File: src/rtl/mc_sequencer_if.sv
`default_nettype none
// ============================================================================
//  Module      : mc_sequencer_if
//  Description : Control/handshake bundle between the multi-cycle sequencer
//                and the shared datapath / memory port.
//  Revision    : 1.0 - initial release
// ============================================================================
interface mc_sequencer_if;
  // Instruction fields and datapath status
  logic [5:0] opcode;
  logic [5:0] funct;
  logic       zero;
  logic       mem_ack;

  // Memory port control
  logic       mem_req;
  logic       mem_we;
  logic       iord;

  // Datapath control
  logic       ir_write;
  logic       pc_write;
  logic [1:0] pc_src;
  logic       alu_src_a;
  logic [1:0] alu_src_b;
  logic       ext_zero;
  logic [2:0] alu_op;
  logic       reg_dest;
  logic       reg_write;
  logic       mem_to_reg;

  // Status
  logic       retire;
  logic       trap;
  logic [2:0] state;

  // Sequencer side
  modport slave (
    input  opcode, funct, zero, mem_ack,
    output mem_req, mem_we, iord, ir_write, pc_write, pc_src,
           alu_src_a, alu_src_b, ext_zero, alu_op, reg_dest,
           reg_write, mem_to_reg, retire, trap, state
  );

  // Datapath / memory side
  modport master (
    output opcode, funct, zero, mem_ack,
    input  mem_req, mem_we, iord, ir_write, pc_write, pc_src,
           alu_src_a, alu_src_b, ext_zero, alu_op, reg_dest,
           reg_write, mem_to_reg, retire, trap, state
  );
endinterface
`default_nettype wire

File: src/rtl/mc_sequencer.sv
`default_nettype none
// ============================================================================
//  Module      : mc_sequencer
//  Description : Multi-cycle control FSM for the MIPS-subset datapath. Walks
//                the shared ALU / memory port through FETCH, DECODE, EXEC,
//                MEM and WB, with a req/ack memory handshake and a wait
//                timeout that drops into a sticky TRAP state.
//  Revision    : 1.0 - initial release
// ============================================================================
module mc_sequencer #(
  parameter int MEM_TIMEOUT = 15,
  parameter int CNT_W       = 4
) (
  input  logic           clk,
  input  logic           rst,
  mc_sequencer_if.slave  bus
);

  // State encoding is visible on the state output, so values are fixed
  typedef enum logic [2:0] {
    S_FETCH  = 3'd0,
    S_DECODE = 3'd1,
    S_EXEC   = 3'd2,
    S_MEM    = 3'd3,
    S_WB     = 3'd4,
    S_TRAP   = 3'd7
  } state_t;

  localparam logic [5:0] c_OP_RTYPE = 6'b000000;
  localparam logic [5:0] c_OP_ADDI  = 6'b001000;
  localparam logic [5:0] c_OP_ADDIU = 6'b001001;
  localparam logic [5:0] c_OP_ANDI  = 6'b001100;
  localparam logic [5:0] c_OP_BEQ   = 6'b000100;
  localparam logic [5:0] c_OP_BNE   = 6'b000101;
  localparam logic [5:0] c_OP_LW    = 6'b100011;
  localparam logic [5:0] c_OP_SW    = 6'b101011;
  localparam logic [5:0] c_OP_J     = 6'b000010;

  localparam logic [2:0] c_ALU_ADD = 3'b000;
  localparam logic [2:0] c_ALU_SUB = 3'b001;
  localparam logic [2:0] c_ALU_AND = 3'b010;
  localparam logic [2:0] c_ALU_OR  = 3'b011;
  localparam logic [2:0] c_ALU_SLT = 3'b100;

  // The trap fires on the request cycle whose wait count equals
  // MEM_TIMEOUT-1, i.e. the MEM_TIMEOUT-th cycle without an ack.
  localparam bit               c_TIMEOUT_EN   = (MEM_TIMEOUT != 0);
  localparam logic [CNT_W-1:0] c_TIMEOUT_LAST = CNT_W'(MEM_TIMEOUT - 1);
  localparam logic [CNT_W-1:0] c_CNT_MAX      = '1;

  state_t           r_state;
  logic [CNT_W-1:0] r_wait_cnt;

  logic       w_req_state;
  logic       w_wait;
  logic       w_timeout;
  logic       w_is_rtype;
  logic       w_rtype_legal;
  logic       w_itype_legal;
  logic [2:0] w_rtype_alu_op;

  logic       w_mem_req;
  logic       w_mem_we;
  logic       w_iord;
  logic       w_ir_write;
  logic       w_pc_write;
  logic [1:0] w_pc_src;
  logic       w_alu_src_a;
  logic [1:0] w_alu_src_b;
  logic       w_ext_zero;
  logic [2:0] w_alu_op;
  logic       w_reg_dest;
  logic       w_reg_write;
  logic       w_mem_to_reg;
  logic       w_retire;
  logic       w_trap;

  assign w_req_state = (r_state == S_FETCH) || (r_state == S_MEM);
  assign w_wait      = w_req_state && !bus.mem_ack;
  assign w_timeout   = c_TIMEOUT_EN && w_wait && (r_wait_cnt == c_TIMEOUT_LAST);
  assign w_is_rtype  = (bus.opcode == c_OP_RTYPE);

  // Instruction legality and R-type ALU function decode
  always_comb begin
    w_rtype_legal  = 1'b0;
    w_rtype_alu_op = c_ALU_ADD;
    case (bus.funct)
      6'h20, 6'h21: begin w_rtype_legal = 1'b1; w_rtype_alu_op = c_ALU_ADD; end
      6'h22, 6'h23: begin w_rtype_legal = 1'b1; w_rtype_alu_op = c_ALU_SUB; end
      6'h24:        begin w_rtype_legal = 1'b1; w_rtype_alu_op = c_ALU_AND; end
      6'h25:        begin w_rtype_legal = 1'b1; w_rtype_alu_op = c_ALU_OR;  end
      6'h2A:        begin w_rtype_legal = 1'b1; w_rtype_alu_op = c_ALU_SLT; end
      default:      begin w_rtype_legal = 1'b0; w_rtype_alu_op = c_ALU_ADD; end
    endcase
    w_itype_legal = (bus.opcode == c_OP_ADDI) || (bus.opcode == c_OP_ADDIU) ||
                    (bus.opcode == c_OP_ANDI) || (bus.opcode == c_OP_BEQ)   ||
                    (bus.opcode == c_OP_BNE)  || (bus.opcode == c_OP_LW)    ||
                    (bus.opcode == c_OP_SW)   || (bus.opcode == c_OP_J);
  end

  // State transitions and memory wait counter
  always_ff @(posedge clk) begin
    if (rst) begin
      r_state    <= S_FETCH;
      r_wait_cnt <= '0;
    end else begin
      // Any cycle that is not an unanswered request restarts the count,
      // which covers every entry into FETCH or MEM.
      if (w_wait) begin
        if (r_wait_cnt != c_CNT_MAX) begin
          r_wait_cnt <= r_wait_cnt + CNT_W'(1);
        end
      end else begin
        r_wait_cnt <= '0;
      end

      case (r_state)
        S_FETCH: begin
          if (bus.mem_ack) begin
            r_state <= S_DECODE;
          end else if (w_timeout) begin
            r_state <= S_TRAP;
          end
        end
        S_DECODE: begin
          if ((w_is_rtype && w_rtype_legal) || w_itype_legal) begin
            r_state <= S_EXEC;
          end else begin
            r_state <= S_TRAP;
          end
        end
        S_EXEC: begin
          if ((bus.opcode == c_OP_LW) || (bus.opcode == c_OP_SW)) begin
            r_state <= S_MEM;
          end else if ((bus.opcode == c_OP_BEQ) || (bus.opcode == c_OP_BNE) ||
                       (bus.opcode == c_OP_J)) begin
            r_state <= S_FETCH;
          end else begin
            r_state <= S_WB;
          end
        end
        S_MEM: begin
          if (bus.mem_ack) begin
            r_state <= (bus.opcode == c_OP_LW) ? S_WB : S_FETCH;
          end else if (w_timeout) begin
            r_state <= S_TRAP;
          end
        end
        S_WB:    r_state <= S_FETCH;
        S_TRAP:  r_state <= S_TRAP;
        default: r_state <= S_TRAP;
      endcase
    end
  end

  // Control outputs decoded from state and live inputs; all forced low in reset
  always_comb begin
    w_mem_req    = 1'b0;
    w_mem_we     = 1'b0;
    w_iord       = 1'b0;
    w_ir_write   = 1'b0;
    w_pc_write   = 1'b0;
    w_pc_src     = 2'b00;
    w_alu_src_a  = 1'b0;
    w_alu_src_b  = 2'b00;
    w_ext_zero   = 1'b0;
    w_alu_op     = c_ALU_ADD;
    w_reg_dest   = 1'b0;
    w_reg_write  = 1'b0;
    w_mem_to_reg = 1'b0;
    w_retire     = 1'b0;
    w_trap       = 1'b0;

    case (r_state)
      S_FETCH: begin
        // PC + 4 is computed while the instruction is read
        w_mem_req   = 1'b1;
        w_alu_src_b = 2'b01;
        if (bus.mem_ack) begin
          w_ir_write = 1'b1;
          w_pc_write = 1'b1;
        end
      end
      S_DECODE: begin
        // Speculative branch target into ALUOut
        w_alu_src_b = 2'b11;
      end
      S_EXEC: begin
        if (w_is_rtype) begin
          w_alu_src_a = 1'b1;
          w_alu_op    = w_rtype_alu_op;
        end else begin
          case (bus.opcode)
            c_OP_ADDI, c_OP_ADDIU, c_OP_LW, c_OP_SW: begin
              w_alu_src_a = 1'b1;
              w_alu_src_b = 2'b10;
            end
            c_OP_ANDI: begin
              w_alu_src_a = 1'b1;
              w_alu_src_b = 2'b10;
              w_ext_zero  = 1'b1;
              w_alu_op    = c_ALU_AND;
            end
            c_OP_BEQ, c_OP_BNE: begin
              w_alu_src_a = 1'b1;
              w_alu_op    = c_ALU_SUB;
              w_pc_src    = 2'b01;
              w_pc_write  = (bus.opcode == c_OP_BEQ) ? bus.zero : !bus.zero;
              w_retire    = 1'b1;
            end
            c_OP_J: begin
              w_pc_write = 1'b1;
              w_pc_src   = 2'b10;
              w_retire   = 1'b1;
            end
            default: ;
          endcase
        end
      end
      S_MEM: begin
        w_mem_req = 1'b1;
        w_iord    = 1'b1;
        w_mem_we  = (bus.opcode == c_OP_SW);
        w_retire  = bus.mem_ack && (bus.opcode == c_OP_SW);
      end
      S_WB: begin
        w_reg_write  = 1'b1;
        w_retire     = 1'b1;
        w_reg_dest   = w_is_rtype;
        w_mem_to_reg = (bus.opcode == c_OP_LW);
      end
      S_TRAP: begin
        w_trap = 1'b1;
      end
      default: ;
    endcase

    // A request in flight is simply dropped while reset is held
    if (rst) begin
      w_mem_req    = 1'b0;
      w_mem_we     = 1'b0;
      w_iord       = 1'b0;
      w_ir_write   = 1'b0;
      w_pc_write   = 1'b0;
      w_pc_src     = 2'b00;
      w_alu_src_a  = 1'b0;
      w_alu_src_b  = 2'b00;
      w_ext_zero   = 1'b0;
      w_alu_op     = c_ALU_ADD;
      w_reg_dest   = 1'b0;
      w_reg_write  = 1'b0;
      w_mem_to_reg = 1'b0;
      w_retire     = 1'b0;
      w_trap       = 1'b0;
    end
  end

  assign bus.mem_req    = w_mem_req;
  assign bus.mem_we     = w_mem_we;
  assign bus.iord       = w_iord;
  assign bus.ir_write   = w_ir_write;
  assign bus.pc_write   = w_pc_write;
  assign bus.pc_src     = w_pc_src;
  assign bus.alu_src_a  = w_alu_src_a;
  assign bus.alu_src_b  = w_alu_src_b;
  assign bus.ext_zero   = w_ext_zero;
  assign bus.alu_op     = w_alu_op;
  assign bus.reg_dest   = w_reg_dest;
  assign bus.reg_write  = w_reg_write;
  assign bus.mem_to_reg = w_mem_to_reg;
  assign bus.retire     = w_retire;
  assign bus.trap       = w_trap;
  assign bus.state      = rst ? 3'd0 : r_state;

endmodule
`default_nettype wire

File: src/flat_wrapper.sv
// flat-port wrapper written by rule: the top's interface ports become plain ports
module mc_sequencer_flat 
#(
  parameter int MEM_TIMEOUT = 15,
  parameter int CNT_W       = 4
)
  (clk, rst, bus_opcode, bus_funct, bus_zero, bus_mem_ack, bus_mem_req, bus_mem_we, bus_iord, bus_ir_write, bus_pc_write, bus_pc_src, bus_alu_src_a, bus_alu_src_b, bus_ext_zero, bus_alu_op, bus_reg_dest, bus_reg_write, bus_mem_to_reg, bus_retire, bus_trap, bus_state);
  mc_sequencer_if bus_i ();
  input  logic clk;
  input  logic rst;
  input wire logic [$bits(bus_i.opcode)-1:0] bus_opcode;
  input wire logic [$bits(bus_i.funct)-1:0] bus_funct;
  input wire logic [$bits(bus_i.zero)-1:0] bus_zero;
  input wire logic [$bits(bus_i.mem_ack)-1:0] bus_mem_ack;
  output wire logic [$bits(bus_i.mem_req)-1:0] bus_mem_req;
  output wire logic [$bits(bus_i.mem_we)-1:0] bus_mem_we;
  output wire logic [$bits(bus_i.iord)-1:0] bus_iord;
  output wire logic [$bits(bus_i.ir_write)-1:0] bus_ir_write;
  output wire logic [$bits(bus_i.pc_write)-1:0] bus_pc_write;
  output wire logic [$bits(bus_i.pc_src)-1:0] bus_pc_src;
  output wire logic [$bits(bus_i.alu_src_a)-1:0] bus_alu_src_a;
  output wire logic [$bits(bus_i.alu_src_b)-1:0] bus_alu_src_b;
  output wire logic [$bits(bus_i.ext_zero)-1:0] bus_ext_zero;
  output wire logic [$bits(bus_i.alu_op)-1:0] bus_alu_op;
  output wire logic [$bits(bus_i.reg_dest)-1:0] bus_reg_dest;
  output wire logic [$bits(bus_i.reg_write)-1:0] bus_reg_write;
  output wire logic [$bits(bus_i.mem_to_reg)-1:0] bus_mem_to_reg;
  output wire logic [$bits(bus_i.retire)-1:0] bus_retire;
  output wire logic [$bits(bus_i.trap)-1:0] bus_trap;
  output wire logic [$bits(bus_i.state)-1:0] bus_state;
  assign bus_i.opcode = bus_opcode;
  assign bus_i.funct = bus_funct;
  assign bus_i.zero = bus_zero;
  assign bus_i.mem_ack = bus_mem_ack;
  assign bus_mem_req = bus_i.mem_req;
  assign bus_mem_we = bus_i.mem_we;
  assign bus_iord = bus_i.iord;
  assign bus_ir_write = bus_i.ir_write;
  assign bus_pc_write = bus_i.pc_write;
  assign bus_pc_src = bus_i.pc_src;
  assign bus_alu_src_a = bus_i.alu_src_a;
  assign bus_alu_src_b = bus_i.alu_src_b;
  assign bus_ext_zero = bus_i.ext_zero;
  assign bus_alu_op = bus_i.alu_op;
  assign bus_reg_dest = bus_i.reg_dest;
  assign bus_reg_write = bus_i.reg_write;
  assign bus_mem_to_reg = bus_i.mem_to_reg;
  assign bus_retire = bus_i.retire;
  assign bus_trap = bus_i.trap;
  assign bus_state = bus_i.state;
  mc_sequencer #(.MEM_TIMEOUT(MEM_TIMEOUT), .CNT_W(CNT_W)) u_core (.clk(clk), .rst(rst), .bus(bus_i));
endmodule
File: config.mk
export PLATFORM = sky130hd
export DESIGN_NAME = mc_sequencer_flat
export DESIGN_NICKNAME = d
export VERILOG_FILES = /design/src/rtl/mc_sequencer_if.sv /design/src/rtl/mc_sequencer.sv /design/src/flat_wrapper.sv
export SDC_FILE = /design/constraint.sdc
export NUM_CORES = 1
export LEC_CHECK = 0
export CORE_AREA = 5 5 52 54
export CTS_CLUSTER_DIAMETER = 50
export CTS_CLUSTER_SIZE = 30
export DETAILED_ROUTE_END_ITERATION = 6
export DIE_AREA = 0 0 57 59
export HOLD_SLACK_MARGIN = 0.12
export MAX_ROUTING_LAYER = met4
export PLACE_DENSITY_LB_ADDON = 0.1
export SLEW_MARGIN = 10
export SYNTH_ARGS = -nofsm -noshare
export SYNTH_HDL_FRONTEND = slang
export SYNTH_SLANG_ARGS = --single-unit
File: constraint.sdc
create_clock -name clk -period 2.5 [get_ports clk]
set_clock_uncertainty 0.1 [all_clocks]
set_input_delay 0.25 -clock clk [delete_from_list [all_inputs] [get_ports clk]]
set_output_delay 0.25 -clock clk [all_outputs]
set_load 0.01 [all_outputs]
# Word level (Yosys, flattened, before mapping)
# Cells that the tools add are included.
dict set report word_totals {
  memories 0
  ff_bits 7
  elab_cells 111
  ram_bits 0
  mem_bits_ro 0
  in_bits 16
  latchBits 0
}
dict set report op_classes {
  n_addsub 1
  n_reduce_logical 28
  magnitude_cmp 0
  bitwise 1
  n_eq_ne 22
  shift 0
  mul 0
  muxes 57
  n_div 0
}
# cell n
set ops {}
lappend ops {{6-bit equality test, second input constant} 9}
lappend ops {{3-bit two-way mux} 11}
lappend ops {{1-bit two-way mux} 32}
lappend ops {{6-bit by 4-bit equality test with 1-bit output, second input constant} 3}
lappend ops {{3-bit one-hot mux with 5 select lines} 1}
lappend ops {{7-bit OR reduction} 2}
lappend ops {{6-bit by 3-bit equality test with 1-bit output, second input constant} 2}
lappend ops {{1-bit logical OR} 12}
lappend ops {{2-bit two-way mux} 6}
lappend ops {{3-bit one-hot mux with 4 select lines} 1}
lappend ops {{2-bit one-hot mux with 2 select lines} 2}
lappend ops {{2-bit OR reduction} 4}
lappend ops {{3-bit by 2-bit equality test with 1-bit output, second input constant} 2}
lappend ops {{3-bit equality test, second input constant} 2}
lappend ops {{6-bit by 2-bit equality test with 1-bit output, second input constant} 1}
lappend ops {{6-bit logical NOT} 1}
lappend ops {{2-bit one-hot mux with 3 select lines} 1}
lappend ops {{5-bit OR reduction} 1}
lappend ops {{4-bit by 1-bit adder with 4-bit output, second input constant} 1}
lappend ops {{4-bit equality test, second input constant} 1}
lappend ops {{1-bit logical AND} 4}
lappend ops {{4-bit inequality test, second input constant} 1}
lappend ops {{1-bit one-hot mux with 2 select lines} 2}
lappend ops {{3-bit by 1-bit equality test with 1-bit output, second input constant} 1}
lappend ops {{other kinds (5)} 6}

# Depth between registers and ports, before layout
dict set report depth {
  word_depth 11
  ltp_mapped 7
}

# Worst setup path before layout
# Ideal clock, no wire load.
dict set report synth_timing {
  kind {reg-to-output}
  from {register u_core.r_state[1]}
  to {output bus_pc_src[0]}
  t_required_ns 2.150
  arrival_time_ns 1.562
  path_stages_with_launch 5
  slack_ns 0.588
  path_cell_list {dfxtp_1 -> inv_1 -> nor4_1 -> nand2_1 -> nor3b_1}
}
dict set report synth_between {
  elab_chain_cells 3
}
# item line
set synth_rtl {}
lappend synth_rtl {{start, declared} mc_sequencer.sv:51} ;# state_t r_state;
lappend synth_rtl {{start signal, assigned} mc_sequencer.sv:144} ;# r_state <= (bus.opcode == c_OP_LW) ? S_WB : S_FETCH;
lappend synth_rtl {{3-bit by 2-bit equality test with 1-bit output} mc_sequencer.sv:174} ;# case (r_state)
lappend synth_rtl {{2-bit two-way mux} mc_sequencer.sv:174}
lappend synth_rtl {{2-bit two-way mux} mc_sequencer.sv:239} ;# if (rst) begin
lappend synth_rtl {{end, declared} flat_wrapper.sv:20} ;# output wire logic [$bits(bus_i.pc_src)-1:0] bus_pc_src;
# Every way passes these cells.

# Worst setup path in the final report
dict set report layout_timing {
  from {input bus_opcode[1]}
  to {output bus_alu_src_b[1]}
}
dict set report layout_between {
  elab_chain_cells 6
}
# item line
set layout_rtl {}
lappend layout_rtl {{start, declared} flat_wrapper.sv:11} ;# input wire logic [$bits(bus_i.opcode)-1:0] bus_opcode;
lappend layout_rtl {{6-bit equality test / 6-bit by 4-bit equality test with 1-bit output (equally long branches)} mc_sequencer.sv:193} ;# case (bus.opcode)
lappend layout_rtl {{5-bit OR reduction (no line)} n/a}
lappend layout_rtl {{2-bit two-way mux} mc_sequencer.sv:193}
lappend layout_rtl {{2-bit two-way mux (*)} mc_sequencer.sv:189} ;# if (w_is_rtype) begin
lappend layout_rtl {{2-bit one-hot mux with 3 select lines (*)} mc_sequencer.sv:174}
lappend layout_rtl {{2-bit two-way mux (*)} mc_sequencer.sv:239}
lappend layout_rtl {{end, declared} flat_wrapper.sv:22} ;# output wire logic [$bits(bus_i.alu_src_b)-1:0] bus_alu_src_b;
# Every way passes the cells marked *; elsewhere a longest branch is shown, timed or not.

==> results.md <==
Final layout:
- The number of diodes is 0.
- The ratio of cells with drive above 1 in the final layout is 23.03%.
- The finished layout holds 206 standard cells, fillers aside.
- At the end of the flow, the number of nets in the layout was just under 200.
- The final cell utilization of the core is 65.57%.
- The layout overhead on the synthesized area is 66.72%.
- The post-route standard cell area excluding fillers is 1423 sq um.

STA:
- The post-layout minimum cycle time is 2.403 ns.
- The count of pins over their slew limit came to 0.
- The share of the clock period used by the worst path is 96.11%.
- The tightest hold path in the finished design has a slack of roughly 0.46 ns.
- The top achievable clock speed is 0.4162 GHz.
- The setup TNS is 0 ns.
- Setup violations remaining at the end of the flow were counted as 0.
- The worst pin sits at a relative slew slack of between 70% and 80%.
- The worst-margin pin slew is 0.3046 ns.
- The worst path setup slack after routing is 0.09722 ns.
- The number of hold-slack violations in the final timing report is 0.
- Setup repair after global routing left no endpoint under its margin.

Run status:
- The run finished with clean final reports.

Worst hold path:
- The worst hold path terminates at u_core.r_wait_cnt[1].
- The worst hold path was traced through 2 stages.
- The startpoint identified for the worst hold timing path is u_core.r_wait_cnt[1].
- The kind of path behind the tightest hold check is reg -> reg.

Route:
- The number of vias after detailed routing is 1,095.
- The average wire per standard cell is 13.17 um.
- The first-iteration detailed-routing DRC count is 24.
- After detailed routing, the number of vias per cell comes to 5.316.
- The sum of routed wire length over all layers is roughly 2700 um.
- The post-detailed-route DRC marker count is 0.
- The first TritonRoute pass finished after 4 iterations.
- In this run the remaining antenna-violating nets after routing total 0.

Worst setup path:
- The data required time of the critical path is about 2.2 ns.
- The biggest fanout along the worst timing path is 8.
- In this run the critical register-to-register path is launched from u_core.r_wait_cnt[1].
- The flop-to-flop setup slack is 0.58 ns.
- STA classifies the critical path endpoint as an output port.
- The endpoint arrival time on the critical path is 2.05 ns.
- The startpoint kind of the worst setup timing path is an input port.
- Measured in cells, the most critical reg-to-reg path has a length of 6.
- The capture point of the worst reg-to-reg path is u_core.r_state[2].
- The worst setup path category is in -> out.

Synth:
- The mean post-synth cell area is 6.827 sq um.
- The number of nets in the synthesized netlist is 143.
- The number of flip-flops and latches in the synthesized netlist is 7.
- The share of flip-flops with an asynchronous set or reset is 0%.
- After synthesis, flip-flops and latches occupy 16.42% of the total area.
- The number of cells produced by synthesis is between 100 and 150.
- The prevailing post-synth register cell is sky130_fd_sc_hd__dfxtp_1.
- Yosys printed 0 warnings.
- Yosys mapped a number of flops with a built-in enable equal to 0.
- The synthesized netlist occupies a cell area of approximately 850 sq um.
- The number of distinct library cell variants in the gate-level netlist after synthesis is 43.

Clocking:
- The number of buffers inserted by hold repair at cts is 0.
- The clock passes through at most 2 buffers.
- The clock tree from TritonCTS is built.
- At the later pin of the worst-skew pair, clock insertion delay measures around 0.26 ns.
- Clock-pin slew was measured on the worst setup and hold paths at 0.06 ns.
- The number of clock buffers added by TritonCTS is 3.
- The number of clock sinks is 7.
- In this run the number of H-tree levels came out at 1.
- The clock root buffer is sky130_fd_sc_hd__clkbuf_4.

Floorplanning:
- The initial cell density of the core is 39.33%.
- After floorplanning, the core was divided into 17 placement rows.
- The floorplan step defined a die boundary enclosing between 3000 and 4000 sq um.
- The die is 57 um wide.
- The placeable core region is 2170 sq um.
- In this run the count of I/O pins placed on the die edge is 38.
- Measured along the y axis, the die boundary spans about 59 um.

Global route:
- Entering global routing, the biggest net connects 16 pins.
- The number of global-route vias before repair was 1,044.
- In the global route stage, overall resource usage came out at 17.02%.
- The initial antenna violation count is 0.
- For this run the aggregate overflow at the end of global routing stands at 0.
- The global-route wire length before repair is between 4000 and 5000 um.

Power and ir drop:
- The total power is ~750 uW.
- Summed over all cells, the static leakage comes to 0.6902 nW.
- Power spread over the standard cell area amounts to 528.7 nW/um^2.
- Across the VDD grid, the largest voltage drop is 0.0005678 V.

Placement:
- The worst setup slack after placement is -0.2830 ns.
- Detailed placement finished with a half-perimeter wire length of 2130 um.
- The final weighted congestion of routability-driven global placement is 0.8954.
- The count of input and output buffers is 37.
- The placed instances occupy a cell area of 1350 sq um.
- Counting tap cells, the placed design contains a total of 201 instances.

Flow run:
- The tool flagged a number of max-cap violations equal to 0.
[state kept, by name, summed over array words and instances (netlist names)]
name               count
u_core.r_state         3
u_core.r_wait_cnt      4
[synthesized netlist by cell type (2+ instances only)]
master / n / area (sq um)
sky130_fd_sc_hd__nor2_1: 14 / 52.55
sky130_fd_sc_hd__nor3_1: 12 / 60.06
sky130_fd_sc_hd__nand2_1: 11 / 41.29
sky130_fd_sc_hd__dfxtp_1: 7 / 140.1
sky130_fd_sc_hd__inv_1: 7 / 26.28
sky130_fd_sc_hd__a21oi_1: 6 / 30.03
sky130_fd_sc_hd__nor2b_1: 6 / 37.54
sky130_fd_sc_hd__and3_1: 5 / 31.28
sky130_fd_sc_hd__a31oi_1: 4 / 25.02
sky130_fd_sc_hd__nand3_1: 4 / 20.02
sky130_fd_sc_hd__a211oi_1: 3 / 22.52
sky130_fd_sc_hd__nand2b_1: 3 / 18.77
sky130_fd_sc_hd__nor3b_1: 3 / 22.52
sky130_fd_sc_hd__nor4_1: 3 / 18.77
sky130_fd_sc_hd__o21ai_0: 3 / 15.01
sky130_fd_sc_hd__buf_2: 2 / 10.01
sky130_fd_sc_hd__buf_4: 2 / 15.01
sky130_fd_sc_hd__clkbuf_1: 2 / 7.510
sky130_fd_sc_hd__ha_1: 2 / 25.02
sky130_fd_sc_hd__or2_2: 2 / 12.51
sky130_fd_sc_hd__or3_2: 2 / 15.01
[kinds of logic (layout without fill, tap and decap cells)]
group                      Yosys count  count (layout)  share of synthesized area (%)
DFF                                  7               7                          16.42
AOI/OAI and AO/OA                   28              28                          24.05
adders and majority gates            2               2                          2.932
buffers and inverters               14              67                          8.211
and+or+nand+nor                     73              73                          47.36
xor gates and xnor gates             1               1                          1.027
[final cells by class]
type / instances / area (sq um)
Clock buffer: 3 / 22.52
Inverter: 7 / 26.28
Fill cell: 203 / 747.0
Timing Repair Buffer: 56 / 524.3
Clock inverter: 1 / 5.005
Sequential cell: 7 / 142.6
Multi-Input combinational cell: 104 / 666.9
Tap cell: 28 / 35.03
[worst max path at each step]
stage	slack (ns)	from	depth (start not counted)	end
2_1_floorplan	0.59	u_core.r_state[1]	4	bus_pc_src[0]
3_3_place_gp	-0.27	bus_opcode[4]	7	bus_pc_write
3_5_place_dp	-0.28	bus_opcode[0]	7	bus_pc_write
4_1_cts	0.002	bus_opcode[0]	7	bus_pc_write
5_1_grt	0.002	bus_opcode[1]	8	bus_retire
6_report	0.1	bus_opcode[1]	6	bus_alu_src_b[1]
[worst max-delay path, stage by stage]
cell,delay (ns)
sky130_fd_sc_hd__clkdlybuf4s50_1,0.41
sky130_fd_sc_hd__buf_4,0.14
sky130_fd_sc_hd__buf_4,0.15
sky130_fd_sc_hd__or4_4,0.55
sky130_fd_sc_hd__a32o_1,0.27
sky130_fd_sc_hd__dlygate4sd2_1,0.28
[layout by cell type, fill, tap and decap left out, types with 2 or more instances in the layout]
cell and instances:
sky130_fd_sc_hd__a211oi_1 3, sky130_fd_sc_hd__a21oi_1 5, sky130_fd_sc_hd__a31oi_1 4, sky130_fd_sc_hd__and3_1 5, sky130_fd_sc_hd__buf_4 18, sky130_fd_sc_hd__clkbuf_4 3
sky130_fd_sc_hd__clkdlybuf4s50_1 22, sky130_fd_sc_hd__dfxtp_1 5, sky130_fd_sc_hd__dfxtp_2 2, sky130_fd_sc_hd__dlygate4sd2_1 6, sky130_fd_sc_hd__dlymetal6s2s_1 8, sky130_fd_sc_hd__ha_1 2
sky130_fd_sc_hd__inv_1 7, sky130_fd_sc_hd__nand2_1 11, sky130_fd_sc_hd__nand2b_1 3, sky130_fd_sc_hd__nand3_1 4, sky130_fd_sc_hd__nor2_1 13, sky130_fd_sc_hd__nor2b_1 6
sky130_fd_sc_hd__nor3_1 11, sky130_fd_sc_hd__nor3b_1 3, sky130_fd_sc_hd__nor4_2 3, sky130_fd_sc_hd__o21ai_0 3, sky130_fd_sc_hd__or2_2 2, sky130_fd_sc_hd__or3_2 2
[report_power, final]
group	switching, mW	leakage, nW	internal [mW]
Combinational	0.217	0.615	0.233
Clock	0.0450	0.0177	0.0586
Sequential	0.0556	0.0579	0.143
[per-layer routing]
layer  global-route usage (%)  share of wire (%)  up-vias
met3                    2.614                5.9        2
met2                    29.36                 49       27
met5                        -                  0        -
met4                    6.954                1.2        0
met1                    19.74                 43      501
li1                         -                  -      565
[repair_timing]
item | 4_1_cts | 5_1_grt
gates resized for setup | 12 | 13
setup buffers | 0 | 1
endpoints found under the setup margin | 11 | 8
pin swaps | 0 | 4
No activity file was read; power rests on OpenSTA's default activity.
